--- src/rtl/sdram_port_arbiter.sv ---
// rtl/sdram_port_arbiter.sv - two-port (VID priority, CPU) arbiter for the single SDRAM controller port.
// Optional CPU starvation guard enabled by defining ARB_STARVE_GUARD_EN.
module sdram_port_arbiter #(
  parameter int ADDR_W       = 24,
  parameter int DATA_W       = 32,
  parameter int STARVE_LIMIT = 4
) (
  input  logic                clk,
  input  logic                reset_i,
  input  logic                vid_req_i,
  input  logic [ADDR_W-1:0]   vid_addr_i,
  output logic                vid_ack_o,
  output logic [DATA_W-1:0]   vid_rdata_o,
  input  logic                cpu_req_i,
  input  logic                cpu_we_i,
  input  logic [ADDR_W-1:0]   cpu_addr_i,
  input  logic [DATA_W-1:0]   cpu_wdata_i,
  input  logic [DATA_W/8-1:0] cpu_wmask_i,
  output logic                cpu_ack_o,
  output logic [DATA_W-1:0]   cpu_rdata_o,
  output logic                mem_req_o,
  output logic                mem_we_o,
  output logic [ADDR_W-1:0]   mem_addr_o,
  output logic [DATA_W-1:0]   mem_wdata_o,
  output logic [DATA_W/8-1:0] mem_wmask_o,
  input  logic                mem_ack_i,
  input  logic [DATA_W-1:0]   mem_rdata_i
);

  typedef enum logic [1:0] {ST_IDLE, ST_BUSY, ST_DONE} state_t;
  typedef enum logic {OWN_VID, OWN_CPU} owner_t;

  state_t state;
  owner_t owner;
  logic   guard_trip;
  logic   grant_vid;
  logic   grant_cpu;

`ifdef ARB_STARVE_GUARD_EN
  localparam int CNT_W = $clog2(STARVE_LIMIT + 1);
  logic [CNT_W-1:0] starve_cnt;

  assign guard_trip = (starve_cnt == CNT_W'(STARVE_LIMIT));

  // Counts VID grants that bypassed a waiting CPU; saturates at the limit.
  always_ff @(posedge clk) begin
    if (reset_i) begin
      starve_cnt <= '0;
    end else if (state == ST_IDLE) begin
      if (grant_vid) begin
        if (!cpu_req_i)
          starve_cnt <= '0;
        else if (!guard_trip)
          starve_cnt <= starve_cnt + CNT_W'(1);
      end else if (grant_cpu) begin
        starve_cnt <= '0;
      end
    end
  end
`else
  assign guard_trip = 1'b0;
`endif

  // A tripped guard only yields to the CPU if it is actually waiting.
  assign grant_vid = vid_req_i && !(guard_trip && cpu_req_i);
  assign grant_cpu = cpu_req_i && !grant_vid;

  always_ff @(posedge clk) begin
    if (reset_i) begin
      state       <= ST_IDLE;
      owner       <= OWN_VID;
      mem_req_o   <= 1'b0;
      mem_we_o    <= 1'b0;
      mem_addr_o  <= '0;
      mem_wdata_o <= '0;
      mem_wmask_o <= '0;
      vid_ack_o   <= 1'b0;
      cpu_ack_o   <= 1'b0;
      vid_rdata_o <= '0;
      cpu_rdata_o <= '0;
    end else begin
      vid_ack_o <= 1'b0;
      cpu_ack_o <= 1'b0;
      case (state)
        ST_IDLE: begin
          if (grant_vid) begin
            owner       <= OWN_VID;
            mem_req_o   <= 1'b1;
            mem_we_o    <= 1'b0;
            mem_addr_o  <= vid_addr_i;
            mem_wdata_o <= '0;
            mem_wmask_o <= '0;
            state       <= ST_BUSY;
          end else if (grant_cpu) begin
            owner       <= OWN_CPU;
            mem_req_o   <= 1'b1;
            mem_we_o    <= cpu_we_i;
            mem_addr_o  <= cpu_addr_i;
            mem_wdata_o <= cpu_wdata_i;
            mem_wmask_o <= cpu_wmask_i;
            state       <= ST_BUSY;
          end
        end
        ST_BUSY: begin
          if (mem_ack_i) begin
            mem_req_o <= 1'b0;
            if (owner == OWN_VID) begin
              vid_rdata_o <= mem_rdata_i;
              vid_ack_o   <= 1'b1;
            end else begin
              cpu_rdata_o <= mem_rdata_i;
              cpu_ack_o   <= 1'b1;
            end
            state <= ST_DONE;
          end
        end
        // One dead cycle lets the served requester drop or renew its request.
        ST_DONE: state <= ST_IDLE;
        default: state <= ST_IDLE;
      endcase
    end
  end

endmodule
--- config.mk ---
export PLATFORM = sky130hd
export DESIGN_NAME = sdram_port_arbiter
export DESIGN_NICKNAME = d
export VERILOG_FILES = /design/src/rtl/sdram_port_arbiter.sv
export SDC_FILE = /design/constraint.sdc
export NUM_CORES = 1
export LEC_CHECK = 0
export ABC_AREA = 1
export CORE_MARGIN = 2
export CORE_UTILIZATION = 38
export CTS_CLUSTER_DIAMETER = 100
export DETAILED_ROUTE_END_ITERATION = 8
export PLACE_DENSITY = 0.73
export SYNTH_ARGS = -nofsm -noshare
export SYNTH_HDL_FRONTEND = slang
export SYNTH_SLANG_ARGS = --single-unit
--- constraint.sdc ---
create_clock -name clk -period 1.1 [get_ports clk]
set_input_delay 0.33 -clock clk [delete_from_list [all_inputs] [get_ports clk]]
set_output_delay 0.33 -clock clk [all_outputs]
set_load 0.01 [all_outputs]
==> flow_metrics.tcl <==
set metrics [dict create \
    syn_area_sq_mm 0.005774 \
    yosys.area.top_type_share_pct 45.42 \
    grt_pass1_wl_um 28120 \
    yosysTopAreaCell "dfxtp_1" \
    wirelength_um 19380 \
    die_width_um 127.3 \
    p_leak_nw 4.904 \
    fmax_ghz 0.8142 \
    drt-vias-per-instance 4.620 \
    synthCells 879 \
    antenna_found_initial 0 \
    top_level_ports 250 \
    drt-initial-drc-count 388 \
    area_growth_pct 78.92 \
    fin_hold_ws_ns 0.3112 \
    cts_inserted_buffers 17 \
    place_inst 1306 \
    fin_nets 1304 \
    r2r_end "cpu_rdata_o[30]" \
    fin_crit_ns 1.228 \
    grt_max_degree 47 \
    antenna_cells 0 \
    drtPass1Iterations 5 \
    vdd_drop_max_mv 1.097 \
    p_per_area_mw_per_mm2 1359 \
    path_max_fanout 6 \
    yosys_warnings 0 \
    holdBufCountCts 0 \
    fin_skew_ns 0.007853 \
    power_mw 14.04 \
    ant_nets 0 \
    yosys-top-cells-area "dfxtp_1 (45%), nand2_1 (17%), nor2_1 (14%), inv_1 (6.3%), nand3_1 (6.1%)" \
    fin_crit_sh_pct 111.7 \
    ff2ff_path_depth 8 \
    drv_slew 0 \
    yosysUniqueCellTypes 18 \
    synth_ff_type "dfxtp_1" \
    critical_path_arrival_ns 1.53 \
    clock_path_buffers 2 \
    grt_overflow 0 \
    std_cell_rows 45 \
    die_h_um 127.3 \
    start_util_pct 38.41 \
    syn_nets 1001 \
    dp_hpwl_um 11970 \
    hold_depth 3 \
    clock_sinks 131 \
    crit_path_end_kind "register" \
    cts-root-buf "clkbuf_16" \
    worst_slew_pin_slew_ns 0.2665 \
    hold_violations 0 \
    gp_congestion 0.7960 \
    crit_path_frequent_cell "nand2_2" \
    violations "setup timing" \
    io_buffers 249 \
    drv_cap 0 \
    post_drt_wl_per_cell_um 14.01 \
    drc 0 \
    relSlewSlack_pct 82.24 \
    fin_ws_ns -0.1283 \
    cp.buffers_inverters 3 \
    r2r_slack_ns -0.13 \
    grt_use_total_pct 21.80 \
    setup_viol 249 \
    vias 6389 \
    worstHoldPathType "in -> reg" \
    hold_start "reset_i" \
    cts_tree "yes" \
    dieArea_sq_mm 0.01620 \
    cp_top_family "simple AND/OR/NAND/NOR gates" \
    async_flop_share_pct 0 \
    yosys_register_bits 131 \
    worstPathCellList "inv_4 > nand2_4 > nor2_8 > buf_12 > buf_6 > nand2_2 > nand2_2 > nor2_1" \
    synth_edf_count 0 \
    coreArea_sq_mm 0.01503 \
    drive_above_1_share_pct 35.65 \
    r2r-start "state[1]" \
    yosysMostFrequentCell "nand2_1" \
    max_stage_delay_ns 0.37 \
    final_cells 1383 \
    syn_area_per_cell_sq_um 6.569 \
    dp_slack_ns -0.5324 \
    clock_latency_ns 0.42 \
    worstHoldEndpoint "state[0]" \
    cts_max_level 4 \
    grt_pass1_vias 5683 \
    critPathLaunchType "register" \
    seq_area_frac_synth_pct 45.42 \
    synthTopCellsByCount "nand2_1 (259), nor2_1 (215), dfxtp_1 (131)" \
    cp.required_ns 1.40 \
    crit_type "reg -> reg" \
    path_clk_slew_ns 0.06 \
    rsz0062_at_grt "true" \
    cpMaxStageDelayCell "dfxtp_4" \
    status "complete, but fails checks" \
]
==> through the flow <==
| stage | TNS [ns] | cell area [sq um] | util, % |
|---|---|---|---|
| final | -17.59 | 10330 | 68.72 |
| after global routing | -28.52 | 10330 | 68.72 |
| after CTS | -17.20 | 9846 | 65.49 |
| after detailed placement | -72.08 | 8636 | 57.44 |
| after global placement | -69.92 | 8636 | 57.44 |
| after floorplan | -0.1132 | 5783 | - |
==> logic make-up after synthesis <==
logic type	share of synthesized area, %
simple gates	38.48
buf+inv	12.63
flops	45.42
compound gates	3.467
==> tightest hold or removal path: cells and delay by family <==
kind	cells	cell delay (ns)
buf+inv	2	0.32
compound gates	1	0.04
==> area by class of cell <==
type	instances	area [sq um]
Fill cell	1227	4702
Timing Repair Buffer	337	3745
Sequential cell	131	2790
Multi-Input combinational cell	595	2601
Clock buffer	19	442.9
Inverter	100	380.4
Tap cell	188	235.2
Clock inverter	13	136.4
==> power by group <==
part,switching (mW),total (mW),internal [mW]
registers,0.214,5.31,5.10
logic,1.43,3.17,1.74
clock network,2.17,5.56,3.38
total,3.82,14.0,10.2
==> how the worst max path moves through the flow <==
stage / startpoint / to / cells after the start
final: state[1] / cpu_rdata_o[30] / 8
after detailed placement: mem_ack_i / cpu_rdata_o[2] / 7
after global placement: mem_ack_i / cpu_rdata_o[30] / 7
after global routing: state[0] / mem_wmask_o[3] / 6
after CTS: vid_rdata_o[4] / vid_rdata_o[4] / 1
after floorplan: reset_i / cpu_rdata_o[11] / 6
==> state kept, by name, indices dropped and copies added, names as in the netlist <==
name,flops
mem_wdata_o,32
vid_ack_o,1
mem_wmask_o,4
mem_we_o,1
mem_addr_o,24
vid_rdata_o,32
cpu_ack_o,1
cpu_rdata_o,32
owner,1
mem_req_o,1
state,2
==> timing repair <==
| action | 4_1_cts | 5_1_grt |
|---|---|---|
| setup endpoints to repair | 256 | 257 |
| resized for setup | 805 | 41 |
| buffers inserted | 13 | 18 |
| cloned | 5 | 10 |
| pin swaps | 24 | 11 |
==> metal layers <==
layer	wire length, um	share of wire (%)	track usage (%)
met4	343	1.8	6.658
met3	1564	8.1	8.878
met2	9490	49	36.52
met1	7976	41	25.62
met5	0	0	0
==> placed cells by master (no fill, tap or decap), types with 2 or more instances in the layout <==
cell	count
bufinv_16	2
nand2_8	3
nor2_2	7
buf_2	2
inv_2	2
nand2_1	243
nor2_1	206
buf_16	2
dfxtp_2	128
a21oi_1	33
clkbuf_16	24
dfxtp_4	2
clkinv_2	4
a21oi_2	7
inv_1	96
clkinv_4	3
nand2_4	4
buf_12	17
inv_4	2
nor2_4	5
clkdlybuf4s50_1	118
clkinvlp_4	4
buf_4	45
nand3_1	69
buf_6	144
nand2_2	14
No activity file was read; power rests on OpenSTA's default activity.
==> patch 1 (same settings) <==
The parameter `ADDR_W` goes from 24 to 48.
--- a/src/rtl/sdram_port_arbiter.sv
+++ b/src/rtl/sdram_port_arbiter.sv
@@ -3,3 +3,3 @@
 module sdram_port_arbiter #(
-  parameter int ADDR_W       = 24,
+  parameter int ADDR_W       = 48,
   parameter int DATA_W       = 32,
Interface: changed (resized cpu_addr_i, mem_addr_o and vid_addr_i); port bits go from 250 to 322. The function was not compared with the original's and may differ.
==> patch 1 against the unedited design <==
- the flow still finishes with violations (negative setup slack)
- cell area grew 22%
- sequential cell count grew 24
- area after synthesis grew 21%
- routed wire length grew 32%
- first-iteration DRC count grew 1.5%
- power grew 20%
- fmax shrank 5.3%
- via count grew 26%
- count of clock-buffer cells in the layout is the same
- worst hold slack gained 56 ps
- setup slack lost 69 ps
- critical endpoint is now cpu_rdata_o[31]$_SDFFE_PP0P_
==> patch 1: results (changes against the unedited design) <==
stage	metric	value	unit	change
route	vias	8036		was 6389
yosys	ys_types	17		was 18
run_status	violations	negative setup slack		unchanged
power	p_per_area	1340	mW/mm^2	was 1360 mW/mm^2
sta	finClkSkew	11.8	ps	was 7.85 ps
sta	final-setup-viol-count	304		was 249
yosys	synth_fp_nets	1279		was 1001
worst_hold_path	whs_endpoint	state[1]$_SDFFE_PP0P_		was state[0]$_SDFFE_PP0P_
worst_setup_path	cp_max_fo	7		was 6
power	vdd_ir_drop_max	1.07	mV	was 1.10 mV
sta	hold_ws	367	ps	was 311 ps
cells_and_area	drive_gt1_share	33.3	%	was 35.6%
place	gp_congestion	0.853		was 0.796
worst_setup_path	r2r_end	cpu_rdata_o[31]$_SDFFE_PP0P_		was cpu_rdata_o[30]$_SDFFE_PP0P_
cells_and_area	finalNonFillerCells	1708		was 1383
cells_and_area	fin_nets	1637		was 1304
route	first_iter_violations	394		was 388
place	port_buffers	321		was 249
run_status	run_status	finished with violations		unchanged
power	pwr-share-clk	36.4	%	was 39.6%
grt	global_route.usage.met2	41.0	%	was 36.5%
power	pg_comb	4.34	mW	was 3.17 mW
grt	use_met3	6.74	%	was 8.88%
place	place_ws	-555	ps	was -532 ps
worst_setup_path	setup.worst_path.end	cpu_rdata_o[31]$_SDFFE_PP0P_		was cpu_rdata_o[30]$_SDFFE_PP0P_
grt	grt_pass1_vias	7249		was 5683
route	dr_wl_met3	2.13	mm	was 1.56 mm
yosys	ys_seq_area_share	44.5	%	was 45.4%
sta	worst_pin_slew	265	ps	was 266 ps
worst_setup_path	max_stage_delay	360	ps	
power	leakagePower	5.98	nW	was 4.90 nW
grt	grt_start_max_net_pins	53		was 47
sta	fin_ws	-197	ps	was -128 ps
place	place_area	0.0106	sq mm	was 0.00864 sq mm
grt	grt_use_met1	26.9	%	was 25.6%
yosys	synth_area_leaders	dfxtp_1, nand2_1, nor2_1, inv_1, nand3_1		unchanged
power	power.internal	12.1	mW	was 10.2 mW
grt	track_usage	23.1	%	was 21.8%
patch 1: cell types whose count changed after synthesis, sizes merged:
cell and change:
nand2 +120, nor2 +48, dfxtp +24, inv +24, buf +13, clkbuf +1
patch 1: final cells by class:
type / count / area [sq um]
Clock buffer: 19 / 443
Clock inverter: 12 / 163
Fill cell: 1398 / 5380
Inverter: 124 / 469
Multi-Input combinational cell: 763 / 3310
Sequential cell: 155 / 3300
Tap cell: 229 / 287
Timing Repair Buffer: 406 / 4610
patch 1: what timing repair did:
action	in CTS	in global routing
endpoints found under the setup margin	305	305
setup buffers	5	16
resized for setup	943	79
gates cloned	8	15
pin swaps	4	23
patch 1: tightest hold or removal path, stage by stage:
cell and delay, ps:
dlygate4sd2_1 280, nand2_2 90, nor2_1 40
patch 1: cells by family after synthesis:
group,Yosys count,synth area share [%]
simple gates,721,40.5
buf+inv,193,12.2
flops,155,44.5
compound gates,40,2.87
==> patch 2 (same flow settings) <==
Made on the original files. Re-encode `state_t` (3 states) as one-hot, 3 bits wide.
--- a/src/rtl/sdram_port_arbiter.sv
+++ b/src/rtl/sdram_port_arbiter.sv
@@ -29,3 +29,3 @@
 
-  typedef enum logic [1:0] {ST_IDLE, ST_BUSY, ST_DONE} state_t;
+  typedef enum logic [2:0] {ST_IDLE = 3'b001, ST_BUSY = 3'b010, ST_DONE = 3'b100} state_t;
   typedef enum logic {OWN_VID, OWN_CPU} owner_t;
Check against the original RTL: same outputs for any inputs over 4 cycles, from zero or initial values and one cycle with reset_i high; so few cycles prove little.
==> patch 2 against the unedited design <==
- cell area increased by 4.7%
- fmax is 3.4% lower
- routed wire length is 7.3% higher
- area after synthesis fell by 2.0%
- sequential cell count grew 1
- the run still ends with negative setup slack left
- power up 8.4%
- setup slack worse by 43 ps
- non-clock buffer count decreased by 1
==> patch 2: results (changes against the unedited design) <==
stage	metric	value	unit	change
grt	track_usage	22.9	%	was 21.8%
place	gp_congestion	0.818		was 0.796
worst_setup_path	setup.worst_path.end	vid_rdata_o[3]$_SDFFE_PP0P_		was cpu_rdata_o[30]$_SDFFE_PP0P_
place	hpwl	11.9	mm	was 12.0 mm
run_status	violations	negative setup slack		unchanged
route	wl_met1	8.17	mm	was 7.98 mm
grt	grt_start_max_net_pins	55		was 47
place	place_area	0.00852	sq mm	was 0.00864 sq mm
grt	grt_pass1_vias	5803		was 5683
cells_and_area	drive_gt1_share	44.6	%	was 35.6%
yosys	synth_fp_nets	959		was 1001
run_status	run_status	finished with violations		unchanged
route	wl_met2	10.5	mm	was 9.49 mm
route	vias	6375		was 6389
sta	fin_ws	-172	ps	was -128 ps
cells_and_area	fin_nets	1256		was 1304
sta	final-setup-viol-count	256		was 249
yosys	ys_seq_area_share	46.7	%	was 45.4%
cells_and_area	fillCellCount	1056		was 1227
worst_setup_path	worstPathArrival	1620	ps	was 1530 ps
route	avgRoutedWirePerCell	15.6	um	was 14.0 um
clock_network	clk-insertion-delay-late	420	ps	about the same
sta	worst_pin_slew	334	ps	was 266 ps
sta	fin_tns_setup	-23710	ps	was -17590 ps
worst_setup_path	timing.critical_path.from	state[0]$_SDFFE_PP1P_		was state[1]$_SDFFE_PP0P_
yosys	synthTopCellsByCount	nand2_1, nor2_1, dfxtp_1		unchanged
sta	finClkSkew	7.93	ps	was 7.85 ps
worst_setup_path	slowest_stage	dfxtp_4		unchanged
power	leakagePower	4.94	nW	was 4.90 nW
power	vdd_ir_drop_max	1.16	mV	was 1.10 mV
worst_hold_path	whs_endpoint	mem_addr_o[13]$_SDFFE_PP0P_		was state[0]$_SDFFE_PP0P_
worst_setup_path	rr_worst_depth	6		was 8
route	first_iter_violations	306		was 388
grt	grt_pass1_wl	29.4	mm	was 28.1 mm
sta	hold_ws	367	ps	was 311 ps
yosys	synth_area_leaders	dfxtp_1, nand2_1, nor2_1, a21oi_1, nand3_1		was dfxtp_1, nand2_1, nor2_1, inv_1, nand3_1
route	dr_wl_met3	1.72	mm	was 1.56 mm
worst_setup_path	cp_max_fo	6		unchanged
## patch 2: worst reg2reg max path, delay by kind of cell, from the launching register on
kind	cells	cell delay, ps
AND/OR/NAND/NOR	5	640
buffers and inverters	1	210
flip-flops	1	360
## patch 2: where the power goes
| group | total (mW) | internal [mW] | switching (mW) |
|---|---|---|---|
| Combinational | 3.85 | 2.14 | 1.71 |
| Sequential | 5.31 | 5.09 | 0.218 |
| Clock | 6.06 | 4.00 | 2.06 |
## patch 2: cell families (layout without fill, tap and decap cells)
logic type             Yosys count  in the layout  share of synthesized area [%]
AND/OR/NAND/NOR                507            507                           37.7
AO/OA/AOI/OAI                   65             65                           5.79
buffers and inverters          133            443                           9.84
flip-flops                     132            132                           46.7
## patch 2: area by class of cell
| type | instances | area share (%) |
|---|---|---|
| Clock buffer | 21 | 4.07 |
| Multi-Input combinational cell | 572 | 28.0 |
| Sequential cell | 132 | 26.1 |
| Inverter | 75 | 2.65 |
| Tap cell | 184 | 2.13 |
| Timing Repair Buffer | 336 | 35.4 |
| Clock inverter | 11 | 1.69 |
## patch 2: stage by stage
step | power, mW | cells | worst slack (ps)
floorplan | 6.43 | 837 | -32.0
global placement | 7.75 | 1246 | -471
detailed placement | 7.76 | 1246 | -515
CTS | 14.4 | 1291 | -116
global route | 15.8 | 1331 | -227
finish | 15.2 | 1331 | -172
## patch 2: what timing repair did
item,in CTS,in global routing
setup endpoints to repair,256,259
resized for setup,836,121
gates cloned,5,12
setup buffers,8,28
pin swaps,4,42
## patch 2: layer usage
| metal | vias up | track usage, % |
|---|---|---|
| met5 | - | 0 |
| met4 | 0 | 7.63 |
| met3 | 33 | 8.84 |
| met2 | 232 | 38.0 |
| met1 | 2934 | 27.4 |
| li1 | 3176 | - |
